--- src/rtl/mem_pkg.sv ---
// Shared constants for the two-master memory arbiter: FSM state codes,
// master IDs and the default bus width.
package mem_pkg;

  localparam int WIDTH_DEF = 32;

  localparam logic [0:0] ST_IDLE   = 1'b0;
  localparam logic [0:0] ST_ACCESS = 1'b1;

  localparam logic [0:0] M_CPU = 1'b0;
  localparam logic [0:0] M_LDR = 1'b1;

endpackage

--- src/rtl/mem_arbiter_if.sv ---
// Master-side command/response signals plus the single-port memory bus.
// The arbiter uses the slave modport; requesters and memory sit on master.
interface mem_arbiter_if
  import mem_pkg::*;
#(
  parameter int WIDTH = WIDTH_DEF
);

  logic             req0;
  logic             req1;
  logic             we0;
  logic             we1;
  logic [WIDTH-1:0] adr0;
  logic [WIDTH-1:0] adr1;
  logic [WIDTH-1:0] wd0;
  logic [WIDTH-1:0] wd1;
  logic             gnt0;
  logic             gnt1;
  logic             rvalid0;
  logic             rvalid1;
  logic [WIDTH-1:0] rdata;
  logic             memwrite;
  logic [WIDTH-1:0] adr;
  logic [WIDTH-1:0] writedata;
  logic [WIDTH-1:0] memdata;

  modport slave (
    input  req0, req1, we0, we1, adr0, adr1, wd0, wd1, memdata,
    output gnt0, gnt1, rvalid0, rvalid1, rdata, memwrite, adr, writedata
  );

  modport master (
    output req0, req1, we0, we1, adr0, adr1, wd0, wd1, memdata,
    input  gnt0, gnt1, rvalid0, rvalid1, rdata, memwrite, adr, writedata
  );

endinterface

--- src/rtl/rr_pick2.sv ---
// Combinational two-way round-robin picker: on a tie the master that did
// not win last time is chosen.
module rr_pick2
  import mem_pkg::*;
(
  input  logic req0,
  input  logic req1,
  input  logic last,
  output logic winner,
  output logic any
);

  // winner selection from current requests and previous winner
  always_comb begin
    any = req0 | req1;
    if (req0 && req1) begin
      winner = ~last;
    end else if (req1) begin
      winner = M_LDR;
    end else begin
      winner = M_CPU;
    end
  end

endmodule

--- src/rtl/mem_arbiter.sv ---
// Two-master round-robin arbiter in front of a single-port memory. One word
// access every two cycles; read data returns through a registered strobe.
module mem_arbiter
  import mem_pkg::*;
#(
  parameter int WIDTH = WIDTH_DEF
) (
  input logic          clk,
  input logic          reset,
  mem_arbiter_if.slave bus
);

  logic [0:0]       state_r;
  logic             last_r;
  logic             gnt0_r;
  logic             gnt1_r;
  logic             rvalid0_r;
  logic             rvalid1_r;
  logic             memwrite_r;
  logic [WIDTH-1:0] adr_r;
  logic [WIDTH-1:0] wd_r;
  logic [WIDTH-1:0] rdata_r;

  logic             pick_s;
  logic             any_s;
  logic             we_sel_s;
  logic [WIDTH-1:0] adr_sel_s;
  logic [WIDTH-1:0] wd_sel_s;

  rr_pick2 u_pick (
    .req0   (bus.req0),
    .req1   (bus.req1),
    .last   (last_r),
    .winner (pick_s),
    .any    (any_s)
  );

  // command of the master chosen this cycle
  always_comb begin
    if (pick_s == M_LDR) begin
      we_sel_s  = bus.we1;
      adr_sel_s = bus.adr1;
      wd_sel_s  = bus.wd1;
    end else begin
      we_sel_s  = bus.we0;
      adr_sel_s = bus.adr0;
      wd_sel_s  = bus.wd0;
    end
  end

  // FSM; the bus registers double as the latched command during ACCESS
  always_ff @(posedge clk) begin
    if (reset) begin
      state_r    <= ST_IDLE;
      last_r     <= M_LDR;
      gnt0_r     <= 1'b0;
      gnt1_r     <= 1'b0;
      rvalid0_r  <= 1'b0;
      rvalid1_r  <= 1'b0;
      memwrite_r <= 1'b0;
      adr_r      <= {WIDTH{1'b0}};
      wd_r       <= {WIDTH{1'b0}};
      rdata_r    <= {WIDTH{1'b0}};
    end else begin
      case (state_r)
        ST_IDLE: begin
          rvalid0_r <= 1'b0;
          rvalid1_r <= 1'b0;
          if (any_s) begin
            state_r    <= ST_ACCESS;
            last_r     <= pick_s;
            gnt0_r     <= (pick_s == M_CPU);
            gnt1_r     <= (pick_s == M_LDR);
            memwrite_r <= we_sel_s;
            adr_r      <= adr_sel_s;
            wd_r       <= wd_sel_s;
          end else begin
            state_r    <= ST_IDLE;
          end
        end
        ST_ACCESS: begin
          state_r    <= ST_IDLE;
          gnt0_r     <= 1'b0;
          gnt1_r     <= 1'b0;
          memwrite_r <= 1'b0;
          adr_r      <= {WIDTH{1'b0}};
          wd_r       <= {WIDTH{1'b0}};
          // during ACCESS last_r already names the winner
          if (!memwrite_r) begin
            rdata_r   <= bus.memdata;
            rvalid0_r <= (last_r == M_CPU);
            rvalid1_r <= (last_r == M_LDR);
          end else begin
            rvalid0_r <= 1'b0;
            rvalid1_r <= 1'b0;
          end
        end
        default: begin
          state_r    <= ST_IDLE;
          gnt0_r     <= 1'b0;
          gnt1_r     <= 1'b0;
          rvalid0_r  <= 1'b0;
          rvalid1_r  <= 1'b0;
          memwrite_r <= 1'b0;
          adr_r      <= {WIDTH{1'b0}};
          wd_r       <= {WIDTH{1'b0}};
        end
      endcase
    end
  end

  assign bus.gnt0      = gnt0_r;
  assign bus.gnt1      = gnt1_r;
  assign bus.rvalid0   = rvalid0_r;
  assign bus.rvalid1   = rvalid1_r;
  assign bus.rdata     = rdata_r;
  assign bus.memwrite  = memwrite_r;
  assign bus.adr       = adr_r;
  assign bus.writedata = wd_r;

endmodule

--- src/flat_wrapper.sv ---
// flat-port wrapper written by rule: the top's interface ports become plain ports
module mem_arbiter_flat import mem_pkg::*;
#(
  parameter int WIDTH = WIDTH_DEF
)
  (clk, reset, bus_req0, bus_req1, bus_we0, bus_we1, bus_adr0, bus_adr1, bus_wd0, bus_wd1, bus_memdata, bus_gnt0, bus_gnt1, bus_rvalid0, bus_rvalid1, bus_rdata, bus_memwrite, bus_adr, bus_writedata);
  mem_arbiter_if #(.WIDTH(WIDTH)) bus_i ();
  input logic clk;
  input logic reset;
  input wire logic [$bits(bus_i.req0)-1:0] bus_req0;
  input wire logic [$bits(bus_i.req1)-1:0] bus_req1;
  input wire logic [$bits(bus_i.we0)-1:0] bus_we0;
  input wire logic [$bits(bus_i.we1)-1:0] bus_we1;
  input wire logic [$bits(bus_i.adr0)-1:0] bus_adr0;
  input wire logic [$bits(bus_i.adr1)-1:0] bus_adr1;
  input wire logic [$bits(bus_i.wd0)-1:0] bus_wd0;
  input wire logic [$bits(bus_i.wd1)-1:0] bus_wd1;
  input wire logic [$bits(bus_i.memdata)-1:0] bus_memdata;
  output wire logic [$bits(bus_i.gnt0)-1:0] bus_gnt0;
  output wire logic [$bits(bus_i.gnt1)-1:0] bus_gnt1;
  output wire logic [$bits(bus_i.rvalid0)-1:0] bus_rvalid0;
  output wire logic [$bits(bus_i.rvalid1)-1:0] bus_rvalid1;
  output wire logic [$bits(bus_i.rdata)-1:0] bus_rdata;
  output wire logic [$bits(bus_i.memwrite)-1:0] bus_memwrite;
  output wire logic [$bits(bus_i.adr)-1:0] bus_adr;
  output wire logic [$bits(bus_i.writedata)-1:0] bus_writedata;
  assign bus_i.req0 = bus_req0;
  assign bus_i.req1 = bus_req1;
  assign bus_i.we0 = bus_we0;
  assign bus_i.we1 = bus_we1;
  assign bus_i.adr0 = bus_adr0;
  assign bus_i.adr1 = bus_adr1;
  assign bus_i.wd0 = bus_wd0;
  assign bus_i.wd1 = bus_wd1;
  assign bus_i.memdata = bus_memdata;
  assign bus_gnt0 = bus_i.gnt0;
  assign bus_gnt1 = bus_i.gnt1;
  assign bus_rvalid0 = bus_i.rvalid0;
  assign bus_rvalid1 = bus_i.rvalid1;
  assign bus_rdata = bus_i.rdata;
  assign bus_memwrite = bus_i.memwrite;
  assign bus_adr = bus_i.adr;
  assign bus_writedata = bus_i.writedata;
  mem_arbiter #(.WIDTH(WIDTH)) u_core (.clk(clk), .reset(reset), .bus(bus_i));
endmodule
--- config.mk ---
export PLATFORM = sky130hd
export DESIGN_NAME = mem_arbiter_flat
export DESIGN_NICKNAME = d
export VERILOG_FILES = /design/src/rtl/mem_pkg.sv /design/src/rtl/mem_arbiter_if.sv /design/src/rtl/rr_pick2.sv /design/src/rtl/mem_arbiter.sv /design/src/flat_wrapper.sv
export SDC_FILE = /design/constraint.sdc
export NUM_CORES = 1
export LEC_CHECK = 0
export BUFFER_PORTS_ARGS = -buffer_cell sky130_fd_sc_hd__buf_2
export CAP_MARGIN = 40
export CORE_AREA = 2 2 104 106
export DETAILED_ROUTE_END_ITERATION = 16
export DIE_AREA = 0 0 106 108
export PLACE_DENSITY_LB_ADDON = 0.05
export REMOVE_ABC_BUFFERS = 1
export SLEW_MARGIN = 20
export SYNTH_ARGS = -nofsm -noshare
export SYNTH_HDL_FRONTEND = slang
export SYNTH_SLANG_ARGS = --single-unit
--- constraint.sdc ---
create_clock -name clk -period 1.4 [get_ports clk]
set_input_delay 0.28 -clock clk [delete_from_list [all_inputs] [get_ports clk]]
set_output_delay 0.28 -clock clk [all_outputs]
set_load 0.1 [all_outputs]
==> results of run 1 <==
==> power breakdown <==
part	leakage, uW	switching (uW)	internal (uW)
combinational	0.00190	1890	676
sequential	0.000847	112	3140
clock	0.0000806	1040	666
==> registers in the layout, summed over array words and instances (netlist names) <==
register and flops:
u_core.bus.writedata 32, u_core.bus.adr 32, u_core.bus.memwrite 1, u_core.bus.rvalid1 1, u_core.bus.rdata 32, u_core.state_r 1
u_core.bus.gnt0 1, u_core.last_r 1, u_core.bus.gnt1 1, u_core.bus.rvalid0 1
==> per-stage QoR <==
stage | area (sq um) | instances | total power (uW)
2_1_floorplan | 3710 | 359 | 5090
3_3_place_gp | 5480 | 777 | 5750
3_5_place_dp | 5480 | 777 | 5770
4_1_cts | 5890 | 793 | 7590
5_1_grt | 5910 | 794 | 7820
6_report | 5910 | 794 | 7520
==> kinds of logic (layout without fill, tap and decap cells) <==
| group | count (synthesis) | in the layout | synth area share (%) |
|---|---|---|---|
| AO/OA/AOI/OAI | 105 | 105 | 21.9 |
| AND/OR/NAND/NOR | 145 | 145 | 19.1 |
| multiplexers | 3 | 3 | 0.862 |
| flip-flops | 103 | 103 | 52.6 |
| other | 0 | 1 | 0 |
| buffers and inverters | 36 | 301 | 5.59 |
==> routing by layer <==
metal  part of all wire [%]  global-route usage (%)  wire length, microns  vias up
li1                       -                       -                     -     1917
met1                     40                    23.3                  4830     1765
met2                     50                    35.6                  6120      178
met3                    8.1                    6.15                   982       15
met4                    1.9                    7.61                   231        0
met5                      0                       0                     0        -
==> cells in the final DEF (no fill, tap or decap), types with 2 or more instances in the layout <==
master,count
a21oi_1,34
a221o_1,62
a311oi_1,3
and2_1,62
buf_12,10
buf_2,165
buf_4,102
buf_6,2
clkbuf_1,2
clkbuf_4,3
clkbuf_8,9
clkinvlp_4,2
dfxtp_1,102
inv_1,3
inv_6,2
mux2_2,3
nand2_1,65
nand2b_1,4
nor2_1,6
o21ai_0,3
==> how the worst max path moves through the flow <==
stage                          from                  to  slack [ps]
2_1_floorplan        u_core.state_r   u_core.bus.adr[0]        -820
3_3_place_gp               bus_req1  u_core.bus.adr[27]          50
3_5_place_dp               bus_req1  u_core.bus.adr[17]          20
4_1_cts        u_core.bus.rdata[30]       bus_rdata[30]           3
5_1_grt          u_core.bus.adr[30]         bus_adr[30]          10
6_report         u_core.bus.adr[30]         bus_adr[30]          60
==> final cells by class <==
type / count / area [sq um] / area share, %
Sequential cell: 103 / 2060 / 34.9
Timing Repair Buffer: 282 / 1840 / 31.1
Multi-Input combinational cell: 253 / 1650 / 28.0
Tap cell: 136 / 170 / 2.88
Clock buffer: 11 / 131 / 2.22
Clock inverter: 5 / 41.3 / 0.699
Inverter: 3 / 11.3 / 0.191
Antenna cell: 1 / 2.50 / 0.0424
==> flow_metrics.tcl, run 1 <==
set metrics [dict create \
    ys_warn_count 0 \
    finalSetupTns_ps 0 \
    drtIter0Drc 267 \
    slew_violations 0 \
    synth_ff_type "dfxtp_1" \
    fmax_mhz 744 \
    fin_crit_ps 1340 \
    min_from "bus_wd0[6]" \
    syn_to_final_growth_pct 50.7 \
    cts-root-buf "clkbuf_8" \
    crit_family "flip-flops" \
    reg2regPathDepth 4 \
    rsz0062_at_grt "false" \
    final_nets 818 \
    grt_max_degree 38 \
    cts_tree "built" \
    critical_path_class "reg2out" \
    final_core_util_pct 57.7 \
    worstSkewPairLatency_ps 370 \
    via_per_inst 4.88 \
    synth_commonest_cells "dfxtp_1, nand2_1, a221o_1, and2_1, a21oi_1" \
    final.setup_skew_ps 21.4 \
    ys_seq_area_share_pct 52.6 \
    worst_pin_slew_ps 335 \
    synthMostInstantiatedCell "dfxtp_1" \
    synth_top_area_share_pct 52.6 \
    cts.clk_slew.worst_paths_ps 110 \
    grt_pass1_wl_microns 18300 \
    die_w_microns 106 \
    syn_area_per_cell_sq_um 10.0 \
    max_stage_delay_ps 380 \
    leakage_uw 0.00282 \
    grt_overflow_total 0 \
    synth_area_leaders "dfxtp_1, a221o_1, and2_1" \
    fp.dieH_microns 108 \
    min_path_type "in2reg" \
    critPathMaxFanout 2 \
    maxCapViolCount 0 \
    min_to "u_core.bus.writedata[6]" \
    postCtsSetupBuffers 0 \
    wl_per_cell_microns 15.3 \
    power_density_nw_per_um2 1270 \
    setup_violations 0 \
    gr-usage-all-layers_pct 20.3 \
    crit_required_ps 1120 \
    die_area_sq_um 11400 \
    holdPathStages 2 \
    hpwl_microns 9050 \
    nFillCells 943 \
    drc_errors 0 \
    worstReg2RegEnd "u_core.bus.writedata[9]" \
    max-slew-margin-rel_pct 77.6 \
    min_period_over_period_pct 96.0 \
    critical_path.cell_chain "buf_4" \
    holdWs_ps 121 \
    syn_area_sq_um 3920 \
    fin_ws_ps 56.2 \
    gp_congestion 0.806 \
    dp_slack_ps 24.0 \
    num_rows 37 \
    synth.distinct_cells 26 \
    ctsResizeCount 94 \
    vias 3875 \
    peakVddDrop_mv 0.524 \
    portBuffers 266 \
    synth.ff_latch_count 103 \
    num_io_pins 267 \
    postRouteAntennaNets 0 \
    synthArstFlopShare_pct 0 \
    end_kind "output port" \
    synthCells 392 \
    cts_buffer_depth 2 \
    drt_pass1_iterations 7 \
    antenna_found_initial 1 \
    cts_max_level 3 \
    cp.depth 1 \
    reg2reg_from "u_core.last_r" \
    arrival_ps 1060 \
    wl_microns 12200 \
    final_hold_viol_count 0 \
    cts_sinks 103 \
    start_kind "flip-flop" \
    cp_slowest_cell "dfxtp_1" \
    core_sq_um 10200 \
    drive_gt1_share_pct 46.7 \
    yosysTopAreaCell "dfxtp_1" \
    cts_hold_buf 0 \
    initial_utilization_pct 38.3 \
    first_global_vias 3667 \
    ff2ff_setup_slack_ps 120 \
    synth_edf_count 0 \
    cts_buffers 9 \
    cp_num_buf_inv 1 \
    status "completed" \
]
No activity file was read; power rests on OpenSTA's default activity.
==> run 2, diff against run 1 <==
RECOVER_POWER = 100   (was default)
==> run 2 against run 1 <==
Die area is the same. Register-to-register slack lost 20 ps. Flip-flop and latch count is the same. Critical path depth is the same. Clock-buffer cell count is the same. Combinational power shrank 2%. Critical endpoint unchanged. Highest routed layer unchanged.
==> flow_metrics.tcl, run 2 (synthesis results as in run 1) <==
set metrics [dict create \
    status "completed" \
    die_area_sq_um 11400 \
    final_nets 818 \
    reg2regPathDepth 4 \
    fin_ws_ps 51.4 \
    cts_max_level 3 \
    finalSetupTns_ps 0 \
    min_period_over_period_pct 96.3 \
    fp.dieH_microns 108 \
    cts_sinks 103 \
    reg2reg_from "u_core.last_r" \
    worst_pin_slew_ps 342 \
    final_area_sq_um 5840 \
    min_from "bus_wd0[6]" \
    setup_violations 0 \
    via_per_inst 4.89 \
    dp_slack_ps 24.0 \
    gp_congestion 0.806 \
    gr-usage-all-layers_pct 20.3 \
    wl_microns 12100 \
    die_w_microns 106 \
    crit_start "u_core.bus.adr[30]" \
    num_io_pins 267 \
    hpwl_microns 9050 \
    arrival_ps 1070 \
    final_common_cell "buf_2" \
    initial_utilization_pct 38.3 \
    min_to "u_core.bus.writedata[6]" \
    critPathMaxFanout 2 \
    cts_hold_buf 0 \
    worstReg2RegEnd "u_core.bus.writedata[16]" \
    crit_required_ps 1120 \
    drc_errors 0 \
    postCtsSetupBuffers 0 \
    crit_family "flip-flops" \
    final.setup_skew_ps 20.9 \
    first_global_vias 3667 \
    end_kind "output port" \
    nFillCells 957 \
    wl_per_cell_microns 15.3 \
    core_sq_um 10200 \
    critical_path.cell_chain "buf_4" \
    syn_to_final_growth_pct 48.9 \
    max_stage_delay_ps 390 \
    cts_buffer_depth 2 \
    leakage_uw 0.00275 \
    holdPathStages 2 \
    max-slew-margin-rel_pct 77.2 \
    postRouteAntennaNets 0 \
    drive_gt1_share_pct 46.4 \
    power_density_nw_per_um2 1280 \
    grt_overflow_total 0 \
    worstSkewPairLatency_ps 370 \
    grt_max_degree 38 \
    antenna_found_initial 1 \
    ff2ff_setup_slack_ps 100 \
    rsz0062_at_grt "false" \
    min_path_type "in2reg" \
    vias 3884 \
    portBuffers 266 \
    num_rows 37 \
    start_kind "flip-flop" \
    drtIter0Drc 224 \
    grt_pass1_wl_microns 18300 \
    final_hold_viol_count 0 \
    fin_crit_ps 1350 \
    cts_buffers 9 \
    holdWs_ps 119 \
    dpl-instance-area_sq_um 5480 \
    fmax_mhz 742 \
    cp_num_buf_inv 1 \
    cts.clk_slew.worst_paths_ps 110 \
    critical_path_class "reg2out" \
    final_cell_mix "buf_2, dfxtp_1, clkbuf_4, nand2_1, a221o_1" \
    cts_tree "built" \
    peakVddDrop_mv 0.521 \
    drt_pass1_iterations 4 \
    cts-root-buf "clkbuf_8" \
    slew_violations 0 \
    maxCapViolCount 0 \
    cp_slowest_cell "dfxtp_1" \
]
-- run 2: worst max path at each step --
stage                         endpoint  cells past startpoint
global placement    u_core.bus.adr[27]                      5
detailed placement  u_core.bus.adr[17]                      5
finish                     bus_adr[30]                      1
floorplan            u_core.bus.adr[0]                      3
global route               bus_adr[30]                      1
CTS                      bus_rdata[30]                      1
-- run 2: report_power, final --
| part | leakage, uW | internal [uW] | switching, uW |
|---|---|---|---|
| Sequential | 0.000847 | 3140 | 104 |
| Clock | 0.0000806 | 665 | 1040 |
| Combinational | 0.00182 | 624 | 1890 |
-- run 2: cell type report --
| type | count | area [sq um] | share of cell area [%] |
|---|---|---|---|
| sequential | 103 | 2060 | 35.3 |
| timing repair buffer | 282 | 1770 | 30.2 |
| multi-input combinational | 253 | 1650 | 28.3 |
| tap | 136 | 170 | 2.92 |
| clock buffer | 11 | 131 | 2.25 |
| clock inverter | 5 | 41.3 | 0.707 |
| inverter | 3 | 11.3 | 0.193 |
| antenna | 1 | 2.50 | 0.0429 |
-- run 2: what timing repair did --
| action | in CTS | in global routing |
|---|---|---|
| endpoints found under the hold margin | 0 | 0 |
| setup endpoints to repair | 94 | 26 |
| gates resized for setup | 94 | 7 |
-- run 2: stage by stage --
step / power [uW] / util (%) / instances
detailed placement: 5770 / 53.5 / 777
global placement: 5750 / 53.5 / 777
floorplan: 5090 / - / 359
CTS: 7590 / 57.5 / 793
finish: 7460 / 57.1 / 794
global route: 7760 / 57.1 / 794
-- run 2: metal layers --
metal,wire (microns),vias to the layer above,track usage (%)
li1,-,1922,-
met1,4820,1766,23.3
met2,6070,181,35.6
met3,1000,15,6.15
met4,231,0,7.61
met5,0,-,0
==> run 3, diff against run 2 <==
CORE_AREA = 2 2 105 107   (was 2 2 104 106)
CTS_BUF_LIST = sky130_fd_sc_hd__clkbuf_8   (was default)
DIE_AREA = 0 0 107 109   (was 0 0 106 108)
==> run 3 against run 2 <==
Global-route usage down 0.61 points. Clock power down 2%. Register-to-register slack worse by 20 ps. Routed wire length down 2.7%. Sequential power is essentially flat. Clock skew decreased by 8.3 ps. Critical path type unchanged. Highest routed layer unchanged.
==> flow_metrics.tcl, run 3 (synthesis results as in run 1) <==
set metrics [dict create \
    status "completed" \
    final.setup_skew_ps 12.6 \
    cp_num_buf_inv 1 \
    leakage_uw 0.00277 \
    postRouteAntennaNets 0 \
    setup_violations 0 \
    final_cell_mix "buf_2, dfxtp_1, clkbuf_4, nand2_1" \
    critical_path_class "reg2out" \
    grt_max_degree 35 \
    dp_slack_ps -6.42 \
    hpwl_microns 8620 \
    critical_path.cell_chain "clkbuf_4" \
    cts.clk_slew.worst_paths_ps 100 \
    final_common_cell "buf_2" \
    antennaDiodeCount 0 \
    worstReg2RegEnd "u_core.bus.adr[11]" \
    cts_buffers 9 \
    drtIter0Drc 243 \
    wl_per_cell_microns 14.8 \
    min_from "bus_wd0[30]" \
    antenna_found_initial 0 \
    via_per_inst 4.85 \
    power_density_nw_per_um2 1270 \
    final_nets 819 \
    core_sq_um 10600 \
    fin_crit_ps 1330 \
    crit_required_ps 1120 \
    holdPathStages 2 \
    max-slew-margin-rel_pct 74.4 \
    cp_slowest_cell "dfxtp_1" \
    initial_utilization_pct 37.0 \
    final_hold_viol_count 0 \
    arrival_ps 1050 \
    critPathMaxFanout 2 \
    cts_max_level 3 \
    syn_to_final_growth_pct 49.7 \
    fp.dieH_microns 109 \
    ff2ff_setup_slack_ps 80 \
    start_kind "flip-flop" \
    crit_start "u_core.bus.writedata[18]" \
    reg2reg_from "u_core.last_r" \
    end_kind "output port" \
    vias 3869 \
    grt_pass1_wl_microns 18000 \
    die_w_microns 107 \
    gr-usage-all-layers_pct 19.7 \
    rsz0062_at_grt "false" \
    slew_violations 0 \
    grt_overflow_total 0 \
    max_stage_delay_ps 350 \
    fmax_mhz 750 \
    min_path_type "in2reg" \
    min_period_over_period_pct 95.3 \
    die_area_sq_um 11700 \
    drt_pass1_iterations 4 \
    cts_buffer_depth 2 \
    portBuffers 266 \
    wl_microns 11800 \
    drive_gt1_share_pct 46.4 \
    cts_sinks 103 \
    peakVddDrop_mv 0.660 \
    final_core_util_pct 55.3 \
    first_global_vias 3667 \
    cts_tree "built" \
    drc_errors 0 \
    maxCapViolCount 0 \
    worstSkewPairLatency_ps 370 \
    num_io_pins 267 \
    crit_family "flip-flops" \
    fin_ws_ps 65.8 \
    min_to "u_core.bus.writedata[30]" \
    worst_pin_slew_ps 382 \
    gp_congestion 0.761 \
    reg2regPathDepth 4 \
    cts_hold_buf 0 \
    num_rows 38 \
    cts-root-buf "clkbuf_8" \
]
==> run 3: cell types whose count changed in the layout (fill, tap and decap cells not counted), sizes merged <==
| cell | delta |
|---|---|
| buf | +1 |
| clkbuf | -1 |
| clkinv | +2 |
| clkinvlp | -1 |
| diode | -1 |
| inv | -1 |
==> run 3: how the worst max path moves through the flow <==
stage / end / slack, ps / depth (start not counted)
5_1_grt: bus_adr[11] / 20 / 1
6_report: bus_writedata[18] / 70 / 1
3_3_place_gp: u_core.bus.writedata[2] / 8 / 5
4_1_cts: u_core.bus.writedata[13] / 40 / 4
3_5_place_dp: u_core.bus.writedata[2] / -6 / 5
2_1_floorplan: u_core.bus.adr[0] / -820 / 3
==> run 3: routing by layer <==
metal,vias to the layer above,track usage [%],wire length [microns]
met5,-,0,0
met4,0,8.81,235
met3,16,5.02,933
met2,168,34.0,5810
met1,1768,23.0,4820
li1,1917,-,-
==> run 3: worst register-to-register path, cell delays in order (launching register included) <==
cell      delay (ps)
dfxtp_1          350
nand2b_1         170
and3_4           210
buf_8            170
a221o_1          320
==> run 3: what timing repair did <==
action                                  in CTS  in global routing
pin swaps                                    0                  1
endpoints found under the setup margin      98                 62
resized for setup                           98                  2
setup buffers                                0                  0
==> run 3: where the power goes <==
group | switching, uW | internal, uW
Sequential | 105 | 3140
Clock | 991 | 671
Combinational | 1890 | 636
==> run 3: layout make-up <==
type	count	area, sq um
Inverter	3	11.3
Tap cell	140	175
Multi-Input combinational cell	253	1650
Timing Repair Buffer	283	1800
Clock buffer	10	138
Sequential cell	103	2060
Clock inverter	5	26.3
Fill cell	988	4730
==> run 3: metrics by stage <==
step / cells / hold WS [ps] / instance area, sq um / setup TNS [ps] / power [uW]
after detailed placement: 782 / 444 / 5500 / -15.3 / 5770
after floorplan: 359 / 349 / 3710 / -77160 / 5090
after global placement: 782 / 439 / 5500 / 0 / 5750
after CTS: 797 / 105 / 5910 / 0 / 7560
final: 797 / 128 / 5870 / 0 / 7430
after global routing: 797 / 107 / 5870 / 0 / 7750
